==> src/rtl/uart_rx_buffer_pkg.sv <==
// Shared constants for the uart modules: receive-capture FSM encodings and the
// default receive buffer depth.
package uart_rx_buffer_pkg;

    localparam int UART_RX_DEPTH  = 8;
    localparam int UART_RX_ADDR_W = 3;

    typedef enum logic [1:0] {
        ST_IDLE = 2'd0,
        ST_ACK  = 2'd1,
        ST_WAIT = 2'd2
    } rx_state_t;

endpackage

==> src/rtl/uart_rx_buffer_byte_fifo.sv <==
// Byte FIFO with show-ahead output: dout is mem[rd_ptr] combinationally.
// Full/empty come from the occupancy count; pointers wrap modulo DEPTH.
module byte_fifo #(
    parameter int DEPTH  = 8,
    parameter int ADDR_W = 3
) (
    input  logic              clk,
    input  logic              l_ready_reset,
    input  logic              push,
    input  logic              pop,
    input  logic [7:0]        din,
    output logic [7:0]        dout,
    output logic [ADDR_W:0]   count,
    output logic              full,
    output logic              empty
);

    logic [7:0]        r_mem [DEPTH];
    logic [ADDR_W-1:0] r_wr_ptr;
    logic [ADDR_W-1:0] r_rd_ptr;
    logic [ADDR_W:0]   r_count;
    logic              w_pop;
    logic              w_push;

    assign full  = (r_count == (ADDR_W+1)'(DEPTH));
    assign empty = (r_count == '0);
    assign count = r_count;
    assign dout  = r_mem[r_rd_ptr];

    // A push into a full buffer is only accepted when a pop frees a slot on the same edge.
    assign w_pop  = pop && !empty;
    assign w_push = push && (!full || w_pop);

    always_ff @(posedge clk) begin
        if (w_push) begin
            r_mem[r_wr_ptr] <= din;
        end
    end

    always_ff @(posedge clk or posedge l_ready_reset) begin
        if (l_ready_reset) begin
            r_wr_ptr <= '0;
            r_rd_ptr <= '0;
            r_count  <= '0;
        end else begin
            if (w_push) begin
                r_wr_ptr <= r_wr_ptr + 1'b1;
            end
            if (w_pop) begin
                r_rd_ptr <= r_rd_ptr + 1'b1;
            end
            if (w_push && !w_pop) begin
                r_count <= r_count + 1'b1;
            end else if (w_pop && !w_push) begin
                r_count <= r_count - 1'b1;
            end
        end
    end

endmodule

==> src/rtl/uart_rx_buffer.sv <==
// Receive-side buffer: handshakes each byte from the UART receiver with a one-cycle
// ack pulse, stores it in a byte FIFO and flags bytes dropped while full.
module uart_rx_buffer
    import uart_rx_buffer_pkg::*;
#(
    parameter int DEPTH  = UART_RX_DEPTH,
    parameter int ADDR_W = UART_RX_ADDR_W
) (
    input  logic              clk,
    input  logic              l_ready_reset,
    input  logic [7:0]        rx_data,
    input  logic              rx_ready,
    output logic              rx_ack,
    output logic [7:0]        dout,
    output logic              valid,
    input  logic              pop,
    output logic              full,
    output logic [ADDR_W:0]   count,
    output logic              overflow,
    input  logic              clear_overflow
);

    rx_state_t r_state;
    logic      r_rx_ack;
    logic      r_overflow;
    logic      w_capture;
    logic      w_pop_ok;
    logic      w_drop;
    logic      w_empty;
    logic      w_full;

    assign w_capture = (r_state == ST_IDLE) && rx_ready;
    assign w_pop_ok  = pop && !w_empty;
    // A capture while full is lost unless a pop makes room on the same edge.
    assign w_drop    = w_capture && w_full && !w_pop_ok;

    byte_fifo #(
        .DEPTH  (DEPTH),
        .ADDR_W (ADDR_W)
    ) u_fifo (
        .clk           (clk),
        .l_ready_reset (l_ready_reset),
        .push          (w_capture),
        .pop           (pop),
        .din           (rx_data),
        .dout          (dout),
        .count         (count),
        .full          (w_full),
        .empty         (w_empty)
    );

    always_ff @(posedge clk or posedge l_ready_reset) begin
        if (l_ready_reset) begin
            r_state    <= ST_IDLE;
            r_rx_ack   <= 1'b0;
            r_overflow <= 1'b0;
        end else begin
            r_rx_ack <= 1'b0;
            case (r_state)
                ST_IDLE: begin
                    if (rx_ready) begin
                        r_state  <= ST_ACK;
                        r_rx_ack <= 1'b1;
                    end
                end
                ST_ACK:  r_state <= ST_WAIT;
                ST_WAIT: begin
                    if (!rx_ready) begin
                        r_state <= ST_IDLE;
                    end
                end
                default: r_state <= ST_IDLE;
            endcase
            if (w_drop) begin
                r_overflow <= 1'b1;
            end else if (clear_overflow) begin
                r_overflow <= 1'b0;
            end
        end
    end

    assign rx_ack   = r_rx_ack;
    assign overflow = r_overflow;
    assign valid    = !w_empty;
    assign full     = w_full;

endmodule
==> config.mk <==
export PLATFORM = sky130hd
export DESIGN_NAME = uart_rx_buffer
export DESIGN_NICKNAME = d
export VERILOG_FILES = /design/src/rtl/uart_rx_buffer_pkg.sv /design/src/rtl/uart_rx_buffer_byte_fifo.sv /design/src/rtl/uart_rx_buffer.sv
export SDC_FILE = /design/constraint.sdc
export NUM_CORES = 1
export LEC_CHECK = 0
export CAP_MARGIN = 20
export CORE_ASPECT_RATIO = 0.5
export CORE_MARGIN = 5
export CORE_UTILIZATION = 55
export DETAILED_ROUTE_END_ITERATION = 10
export PLACE_DENSITY_LB_ADDON = 0.08
export RECOVER_POWER = 50
export SLEW_MARGIN = 10
export SYNTH_ARGS = -nofsm -noshare
export SYNTH_HDL_FRONTEND = slang
export SYNTH_SLANG_ARGS = --single-unit
export TNS_END_PERCENT = 10
==> constraint.sdc <==
create_clock -name clk -period 3.4 [get_ports clk]
set_input_delay 0.68 -clock clk [delete_from_list [all_inputs] [get_ports clk]]
set_output_delay 0.68 -clock clk [all_outputs]
set_load 0.02 [all_outputs]
Word-level counts from Yosys, hierarchy flattened --
Memory sizes are Yosys's and may differ from the RTL's. Cells that the tools add are included.
Word-level totals: bits of input ports 13, output and inout bits 16, memory bits (writable) 64, word-level logic and storage cells 44, register bits 14, bits in latches 0, memories 1, ROM bits 0
Operators by class: div/mod/pow operators 0, muxes and demuxes 11, multipliers 0, bitwise logic cells 0, eq/ne operators 5, reductions and logical operators 17, order comparisons 0, shifts and indexed selects 0, $add $sub $neg 4
Memory list:
- u_fifo.r_mem | words 8, bits a word 8, read ports 1, clocked after Yosys merged registers in 0, wr ports 1, RTL line uart_rx_buffer_byte_fifo.sv:18 | logic [7:0] r_mem [DEPTH];
Operators by type and width (count):
- two-way mux 4 bit | 2
- logical AND 1 bit | 7
- adder 3 x 1 -> 3 bit, second input constant | 2
- two-way mux 1 bit | 6
- one-hot mux 2 bit (3 select lines) | 1
- adder 4 x 1 -> 4 bit, second input constant | 1
- == test 4 bit, second input constant | 1
- zero test 1 bit | 4
- zero test 4 bit | 1
- two-way mux 2 bit | 2
- != test 2 bit, second input constant | 2
- nonzero test 2 bit | 2
- subtractor 4 x 1 -> 4 bit, second input constant | 1
- == test 2 x 1 -> 1 bit, second input constant | 1
- == test 2 bit, second input constant | 1
- zero test 2 bit | 1
- AND reduction 2 bit | 1
- logical OR 1 bit | 1

Depth between registers and ports, before layout --
Gate-level depths: netlist (run 1).
depth in word-level cells 9, mapped depth 9, gate-level depth less buffers 9

Hierarchy --
Synthesis (run 1) repeated with hierarchy kept, for this count alone.
Second synthesis, totals: cells, all modules 171, area total of the unflattened synthesis 3231.8 um2
By module, submodules not included:
- byte_fifo | instances 1, area each 3067.9 um2, cells an instance 157, sequential area each 2172.1 um2
- uart_rx_buffer | instances 1, area each 163.9 um2, cells an instance 14, sequential area each 100.1 um2

Worst setup path before layout (run 1) --
Ideal clock, no wire load.
kind register to register, start reg u_fifo.r_count[0] (netlist: u_fifo.count[0]), end reg u_fifo.r_count[3] (netlist: u_fifo.count[3]), stages on the path, launching flop included 10, period minus slack after synthesis 2.838 ns, required time 3.263 ns, slack 0.562 ns, setup time 0.137 ns, data arrival time 2.701 ns, buffers on the path 0, cells stage by stage dfrtp_1 > or4b_4 > o21ai_4 > inv_1 > ha_1 > inv_1 > ha_1 > or4_1 > nand3_1 > o221ai_1
On the way: longest elaborated chain between the ends 8, elaborated cells on any way between the ends 16, classes of those cells add/sub: 2; eq/ne: 1; mux: 2; reduce/logical: 11
Ends and longest elaborated chain:
- start, declared | RTL line uart_rx_buffer_byte_fifo.sv:21 | logic [ADDR_W:0] r_count;
- start signal, assigned | RTL line uart_rx_buffer_byte_fifo.sv:53 | r_count <= r_count + 1'b1;
- start signal, assigned | RTL line uart_rx_buffer_byte_fifo.sv:55 | r_count <= r_count - 1'b1;
- zero test 4 bit | RTL line uart_rx_buffer_byte_fifo.sv:26 | assign empty = (r_count == '0);
- zero test 1 bit | RTL line uart_rx_buffer_byte_fifo.sv:31 | assign w_pop = pop && !empty;
- logical AND 1 bit | RTL line uart_rx_buffer_byte_fifo.sv:31
- logical OR 1 bit * | RTL line uart_rx_buffer_byte_fifo.sv:32 | assign w_push = push && (!full || w_pop);
- logical AND 1 bit * | RTL line uart_rx_buffer_byte_fifo.sv:32
- net u_fifo.w_push | RTL line uart_rx_buffer_byte_fifo.sv:23 | logic w_push;
- zero test 1 bit | RTL line uart_rx_buffer_byte_fifo.sv:54 | end else if (w_pop && !w_push) begin
- logical AND 1 bit | RTL line uart_rx_buffer_byte_fifo.sv:54
- nonzero test 2 bit (no source line)
Mark *: on every way through the listed nets, which the timed path passes. The rest lies on a longest branch. The select of a mux whose other input is x is not followed. A chain may end at the register's enable or synchronous reset.

Worst setup path in the final report (run 1) --
start in rx_ready, end reg u_fifo.r_count[3] (netlist: u_fifo.count[3])
On the way: longest elaborated chain between the ends 5, elaborated cells on any way between the ends 7, classes of those cells mux: 1; reduce/logical: 6
Ends and longest elaborated chain:
- start, declared | RTL line uart_rx_buffer.sv:12 | input logic rx_ready,
- logical AND 1 bit * | RTL line uart_rx_buffer.sv:32 | assign w_capture = (r_state == ST_IDLE) && rx_ready;
- logical AND 1 bit * | RTL line uart_rx_buffer_byte_fifo.sv:32
- net u_fifo.w_push | RTL line uart_rx_buffer_byte_fifo.sv:23
- zero test 1 bit | RTL line uart_rx_buffer_byte_fifo.sv:54
- logical AND 1 bit | RTL line uart_rx_buffer_byte_fifo.sv:54
- nonzero test 2 bit (no source line)
Mark *: on every way through the listed nets, which the timed path passes. The rest lies on a longest branch.

==> results of run 1 <==
cells in the mapped netlist (2+ instances only):
| cell | count |
|---|---|
| mux2i_1 | 2 |
| dfrtp_1 | 14 |
| nand3b_1 | 2 |
| nor2_1 | 3 |
| o211ai_1 | 2 |
| mux4_2 | 13 |
| xnor2_1 | 6 |
| nand2_1 | 4 |
| mux4_1 | 3 |
| mux2_2 | 10 |
| nor3_1 | 4 |
| nand2b_1 | 2 |
| buf_6 | 2 |
| edfxtp_1 | 64 |
| or3_1 | 3 |
| clkbuf_1 | 2 |
| inv_1 | 5 |
| ha_1 | 5 |
| nand3_1 | 2 |
metrics by stage:
stage / util (%) / setup WS [ps] / instances
floorplan: - / 562.0 / 165
CTS: 70.44 / 233.8 / 286
detailed placement: 65.22 / 153.0 / 270
global placement: 65.22 / 248.6 / 270
finish: 70.21 / 265.5 / 286
global route: 70.21 / 105.5 / 286
state kept, by name, indices dropped and copies added, names as in the netlist:
signal,count
u_fifo.r_wr_ptr,3
u_fifo.count,4
overflow,1
rx_ack,1
u_fifo.r_rd_ptr,3
u_fifo.r_mem,64
r_state,2
power by group through the flow:
| stage | logic [mW] | registers, mW | clock network (mW) |
|---|---|---|---|
| 2_1_floorplan | 0.860 | 1.34 | 0 |
| 3_3_place_gp | 1.22 | 1.39 | 0 |
| 3_5_place_dp | 1.23 | 1.40 | 0 |
| 4_1_cts | 1.25 | 1.39 | 0.940 |
| 5_1_grt | 1.31 | 1.40 | 0.989 |
| 6_report | 1.21 | 1.38 | 0.915 |
layout make-up:
class                   instances  share of cell area, %
flip-flops and latches         78                  57.93
multi-input cells              76                  22.55
well taps                      73                  2.329
clock inverters                 6                  1.595
clock buffers                  10                  5.837
repair buffers                 38                  9.282
inverters                       5                 0.4785
cells by family (layout without fill, tap and decap cells):
logic type / Yosys count / after routing / share of synthesized area (%)
multiplexers: 29 / 29 / 16.11
AND/OR/NAND/NOR: 26 / 26 / 5.008
flip-flops: 78 / 78 / 70.50
buffers and inverters: 11 / 59 / 1.786
XOR/XNOR: 6 / 6 / 1.630
AO/OA/AOI/OAI: 9 / 9 / 2.407
adder cells (fa/ha/maj): 6 / 6 / 2.562
layer usage:
metal	global-route usage [%]	up-vias	wire length [µm]	share of wire (%)
li1	-	750	-	-
met5	0	-	0	0
met4	5.150	0	51	0.93
met1	21.57	843	2594	47
met3	5.463	5	254	4.6
met2	25.00	35	2581	47
path summary, 6_finish.rpt:
path                                              from                        endpoint  slack, ps  cells past startpoint
min in group asynchronous                l_ready_reset  u_fifo.r_rd_ptr[2]$_DFFE_PP0N_        830                      2
min reg2reg                     r_state[0]$_DFFE_PP0P_                rx_ack$_DFF_PP0_        500                      1
max in group asynchronous                l_ready_reset          r_state[0]$_DFFE_PP0P_       2210                      2
max reg2reg                u_fifo.count[0]$_DFFE_PP0P_     u_fifo.count[3]$_DFFE_PP0P_        430                      9
max                                           rx_ready     u_fifo.count[3]$_DFFE_PP0P_        270                     10
min                             r_state[0]$_DFFE_PP0P_                rx_ack$_DFF_PP0_        500                      1
==> flow_metrics.tcl, run 1 <==
set metrics [dict create \
    status "complete, no violations" \
    rsz0062_at_grt "false" \
    wl_per_cell_um 19.16 \
    portBuffers 28 \
    antenna_found_initial 0 \
    start_util_pct 57.69 \
    worstMarginPinSlew_ps 818.5 \
    fp.dieW_um 118.3 \
    irDropWorstVdd_uv 581.6 \
    grt_pass1_vias 1718 \
    synth_edf_count 64 \
    post_cts_resized 0 \
    synth.area.top_cells "edfxtp_1 60%, dfrtp_1 11%, mux4_2 9.1%, mux2_2 3.5%, mux4_1 2.4%" \
    insertion_delay_ps 330 \
    synth.avg_cell_area_um2 19.53 \
    report.final.hold_viol_count 0 \
    grt_max_degree 19 \
    rows 19 \
    clk_pin_slew_ps 60 \
    cp.arrival_ps 3340 \
    yosys_register_bits 78 \
    syn_area_um2 3223 \
    slowest_stage "dlygate4sd3_1" \
    final_common_cell "edfxtp_1" \
    remaining_drc_errors 0 \
    slew_headroom_pct 45.44 \
    htreeDepth 3 \
    place.gp.congestion 0.7433 \
    pwr-share-clk_pct 26.1 \
    p_comb_share_pct 34.6 \
    internal-power_mw 2.440 \
    hold_buffers 0 \
    cts_tree "yes" \
    finalSetupTns_ps 0 \
    crit_path_end_kind "flip-flop" \
    ctsRootBufferMaster "clkbuf_16" \
    final-setup-viol-count 0 \
    via_per_inst 5.710 \
    yosysTopAreaCell "edfxtp_1" \
    min_path_type "reg -> reg" \
    cp_top_family "simple AND/OR/NAND/NOR gates" \
    postRouteWirelength_um 5481 \
    vias 1633 \
    io_pins 29 \
    drt-initial-drc-count 162 \
    p_switching_mw 1.068 \
    cts_sinks 78 \
    critPathKind "in -> reg" \
    drive_gt1_share_pct 23.47 \
    dieArea_um2 7584 \
    diodes 0 \
    seq_area_um2 2272 \
    report.power.total_mw 3.508 \
    synthCells 165 \
    max_freq_mhz 319.0 \
    gr-total-overflow 0 \
    async_flop_share_pct 17.95 \
    whs_ps 498.4 \
    pwr-share-seq_pct 39.3 \
    final_area_um2 3923 \
    die_h_um 64.13 \
    powerDensity_nw_per_um2 894.4 \
    cap_violations 0 \
    grt_pass1_wl_um 9032 \
    post-route-period-util_pct 92.19 \
    fin_worst_skew_ps 6.959 \
    clk_path_buf_depth 2 \
    p_sw_share_pct 30.45 \
    final_cell_mix "64 x edfxtp_1, 18 x clkdlybuf4s50_1, 14 x dfrtp_1" \
    fin_crit_ps 3135 \
    dr.pass1.iters 4 \
    detail-route-antenna-nets 0 \
    synth_nets 184 \
    detailed_place_hpwl_um 3499 \
    multi_input_area_um2 884.6 \
    area_growth_pct 21.70 \
    layout.nets 227 \
    crit_chain "dlygate4sd3_1, nor3b_1, o21ai_4, inv_1, ha_1, inv_1, ha_1, or4_1, nand3_1, o221ai_1" \
    track_usage_pct 16.01 \
    start_kind "primary input" \
    synth_top_area_share_pct 59.63 \
    crit_buf_inv 3 \
    placed_area_um2 3643 \
    ys_types 36 \
    ys_warn_count 0 \
    critPathMaxStageDelay_ps 560 \
    core-area_um2 5587 \
    cts_buffers 9 \
    cp.required_ps 3600 \
    crit_fanout 7 \
    seq_area_frac_synth_pct 70.50 \
    leakage_nw 1.369 \
    cts_setup_buffers 0 \
    synth_top_flop_cell "edfxtp_1" \
    finalMaxSlewViolations 0 \
    fillCellCount 366 \
]
Power figures use the tool's default switching activity.
==> run 2: changes to the inputs <==
--- a/config.mk
+++ b/config.mk
@@ -7,9 +7,10 @@
 export LEC_CHECK = 0
 export CAP_MARGIN = 20
 export CORE_ASPECT_RATIO = 0.5
-export CORE_MARGIN = 5
+export CORE_MARGIN = 2
 export CORE_UTILIZATION = 55
 export DETAILED_ROUTE_END_ITERATION = 10
+export GPL_TIMING_DRIVEN = 0
 export PLACE_DENSITY_LB_ADDON = 0.08
 export RECOVER_POWER = 50
 export SLEW_MARGIN = 10
==> run 2 against run 1 <==
Core utilization grew 1.1 points. Flip-flop and latch count stayed put. Register-to-register slack got worse by 90 ps. Clock skew is 2.4 ps lower. Final area is 1.1% higher. Worst hold slack improved by 1.6 ps. Count of clock-buffer cells in the layout stayed put. Largest cell class unchanged.
==> flow_metrics.tcl, run 2 (synthesis gave the netlist of run 1 again) <==
set metrics [dict create \
    grt_max_degree 15 \
    drt-initial-drc-count 97 \
    regMostFlops "u_fifo.r_mem" \
    antenna_found_initial 0 \
    dieArea_um2 6526 \
    dr.pass1.iters 4 \
    diodes 0 \
    post-route-period-util_pct 93.32 \
    detailed_place_hpwl_um 3607 \
    r2r_slack_ps 340 \
    core-area_um2 5563 \
    cp_top_family "buffers and inverters" \
    final_common_cell "edfxtp_1" \
    die_h_um 58.13 \
    drive_gt1_share_pct 25.24 \
    report.power.total_mw 3.712 \
    fin_crit_ps 3173 \
    grt_pass1_vias 1744 \
    worstMarginPinSlew_ps 956.1 \
    htreeDepth 3 \
    place.gp.congestion 0.7088 \
    fin_worst_skew_ps 4.557 \
    critPathKind "reg -> out" \
    start_util_pct 57.94 \
    layout.nets 224 \
    reg2regPathDepth 9 \
    min_path_type "reg -> reg" \
    detail-route-antenna-nets 0 \
    hold_path_end "overflow$_DFFE_PP0P_" \
    crit_buf_inv 3 \
    track_usage_pct 20.29 \
    fp.dieW_um 112.3 \
    leakage_nw 1.372 \
    report.final.hold_viol_count 0 \
    r2r-start "u_fifo.count[0]$_DFFE_PP0P_" \
    rsz0062_at_grt "false" \
    critPathMaxStageDelay_ps 570 \
    critPathMostFrequentCell "buf_6" \
    finish.utilization_pct 71.28 \
    cp.arrival_ps 2490 \
    io_pins 29 \
    slew_headroom_pct 36.02 \
    area_growth_pct 23.02 \
    irDropWorstVdd_uv 559.7 \
    hold_buffers 0 \
    ctsRootBufferMaster "clkbuf_16" \
    status "complete, no violations" \
    final_cell_mix "64 x edfxtp_1, 19 x clkdlybuf4s50_1, 14 x dfrtp_1" \
    grt_pass1_wl_um 9377 \
    hold_path_depth 1 \
    vias 1625 \
    powerDensity_nw_per_um2 936.1 \
    rr_endpoint "u_fifo.count[3]$_DFFE_PP0P_" \
    max_freq_mhz 315.2 \
    cts_sinks 78 \
    slowest_stage "mux4_1" \
    cts_tree "yes" \
    portBuffers 28 \
    wl_per_cell_um 20.53 \
    finalMaxSlewViolations 0 \
    finalSetupTns_ps 0 \
    insertion_delay_ps 330 \
    start_kind "flip-flop" \
    clk_path_buf_depth 2 \
    cp.required_ps 2720 \
    rows 19 \
    cts_buffers 9 \
    clk_pin_slew_ps 60 \
    crit_fanout 10 \
    crit_path_end_kind "output pin" \
    final-setup-viol-count 0 \
    remaining_drc_errors 0 \
    gr-total-overflow 0 \
    cap_violations 0 \
    hp-start "overflow$_DFFE_PP0P_" \
    largest_reg_flops 64 \
    crit_chain "buf_6, buf_6, mux4_1, mux2_2, clkdlybuf4s50_1" \
    via_per_inst 5.742 \
    postRouteWirelength_um 5810 \
]
run 2: cell types whose count changed in the layout (fill, tap and decap cells not counted), moves of 2 or more:
cell and delta:
buf_4 -7, nor3_1 -4, nor3_2 +4, bufinv_16 +2
buf_6 +2
run 2: power by group:
part           internal, mW  switching, mW  total [mW]
registers              1.20          0.121        1.32
clock network         0.715          0.359        1.07
logic                 0.676          0.642        1.32
run 2: cell type report:
class                           instances  area [µm²]
Buffer                                  6       40.04
Clock buffer                           10       229.0
Clock inverter                          6       110.1
Fill cell                             376        1598
Inverter                                5       18.77
Multi-Input combinational cell         76       915.9
Sequential cell                        78        2272
Tap cell                               73       91.34
Timing Repair Buffer                   29       287.8
run 2: worst max path at each step:
stage / from / end / slack (ps) / cells past startpoint
finish: u_fifo.r_rd_ptr[0]$_DFFE_PP0N_ / dout[3] / 230 / 5
global route: rx_ready / u_fifo.count[3]$_DFFE_PP0P_ / 70 / 10
CTS: u_fifo.r_rd_ptr[0]$_DFFE_PP0N_ / dout[3] / 190 / 5
detailed placement: rx_ready / u_fifo.count[3]$_DFFE_PP0P_ / -60 / 10
global placement: rx_ready / u_fifo.r_mem[0][5]$_DFFE_PP_ / -300 / 4
floorplan: u_fifo.count[0]$_DFFE_PP0P_ / u_fifo.count[3]$_DFFE_PP0P_ / 560 / 9
run 2: repair_timing:
| item | in CTS | in global routing |
|---|---|---|
| setup buffers | 0 | 0 |
| setup endpoints to repair | 4 | 0 |
| endpoints found under the hold margin | 0 | 0 |
| resized for setup | 1 | 0 |
run 2: through the flow:
step	instances	area, µm²	worst slack [ps]	hold slack (ps)
finish	283	3965	227.2	499.9
global placement	266	3595	-304.4	479.5
floorplan	165	3223	562.0	470.3
detailed placement	267	3628	-64.99	478.4
CTS	283	3969	191.3	501.3
global route	283	3965	68.71	527.4
run 2: per-layer routing:
layer	wire, µm	track usage, %	part of all wire (%)	up-vias
met2	2702	30.90	47	39
met4	31	4.181	0.53	0
met1	2787	29.21	48	838
met5	0	0	0	-
met3	289	7.113	5.0	4
li1	-	-	-	744
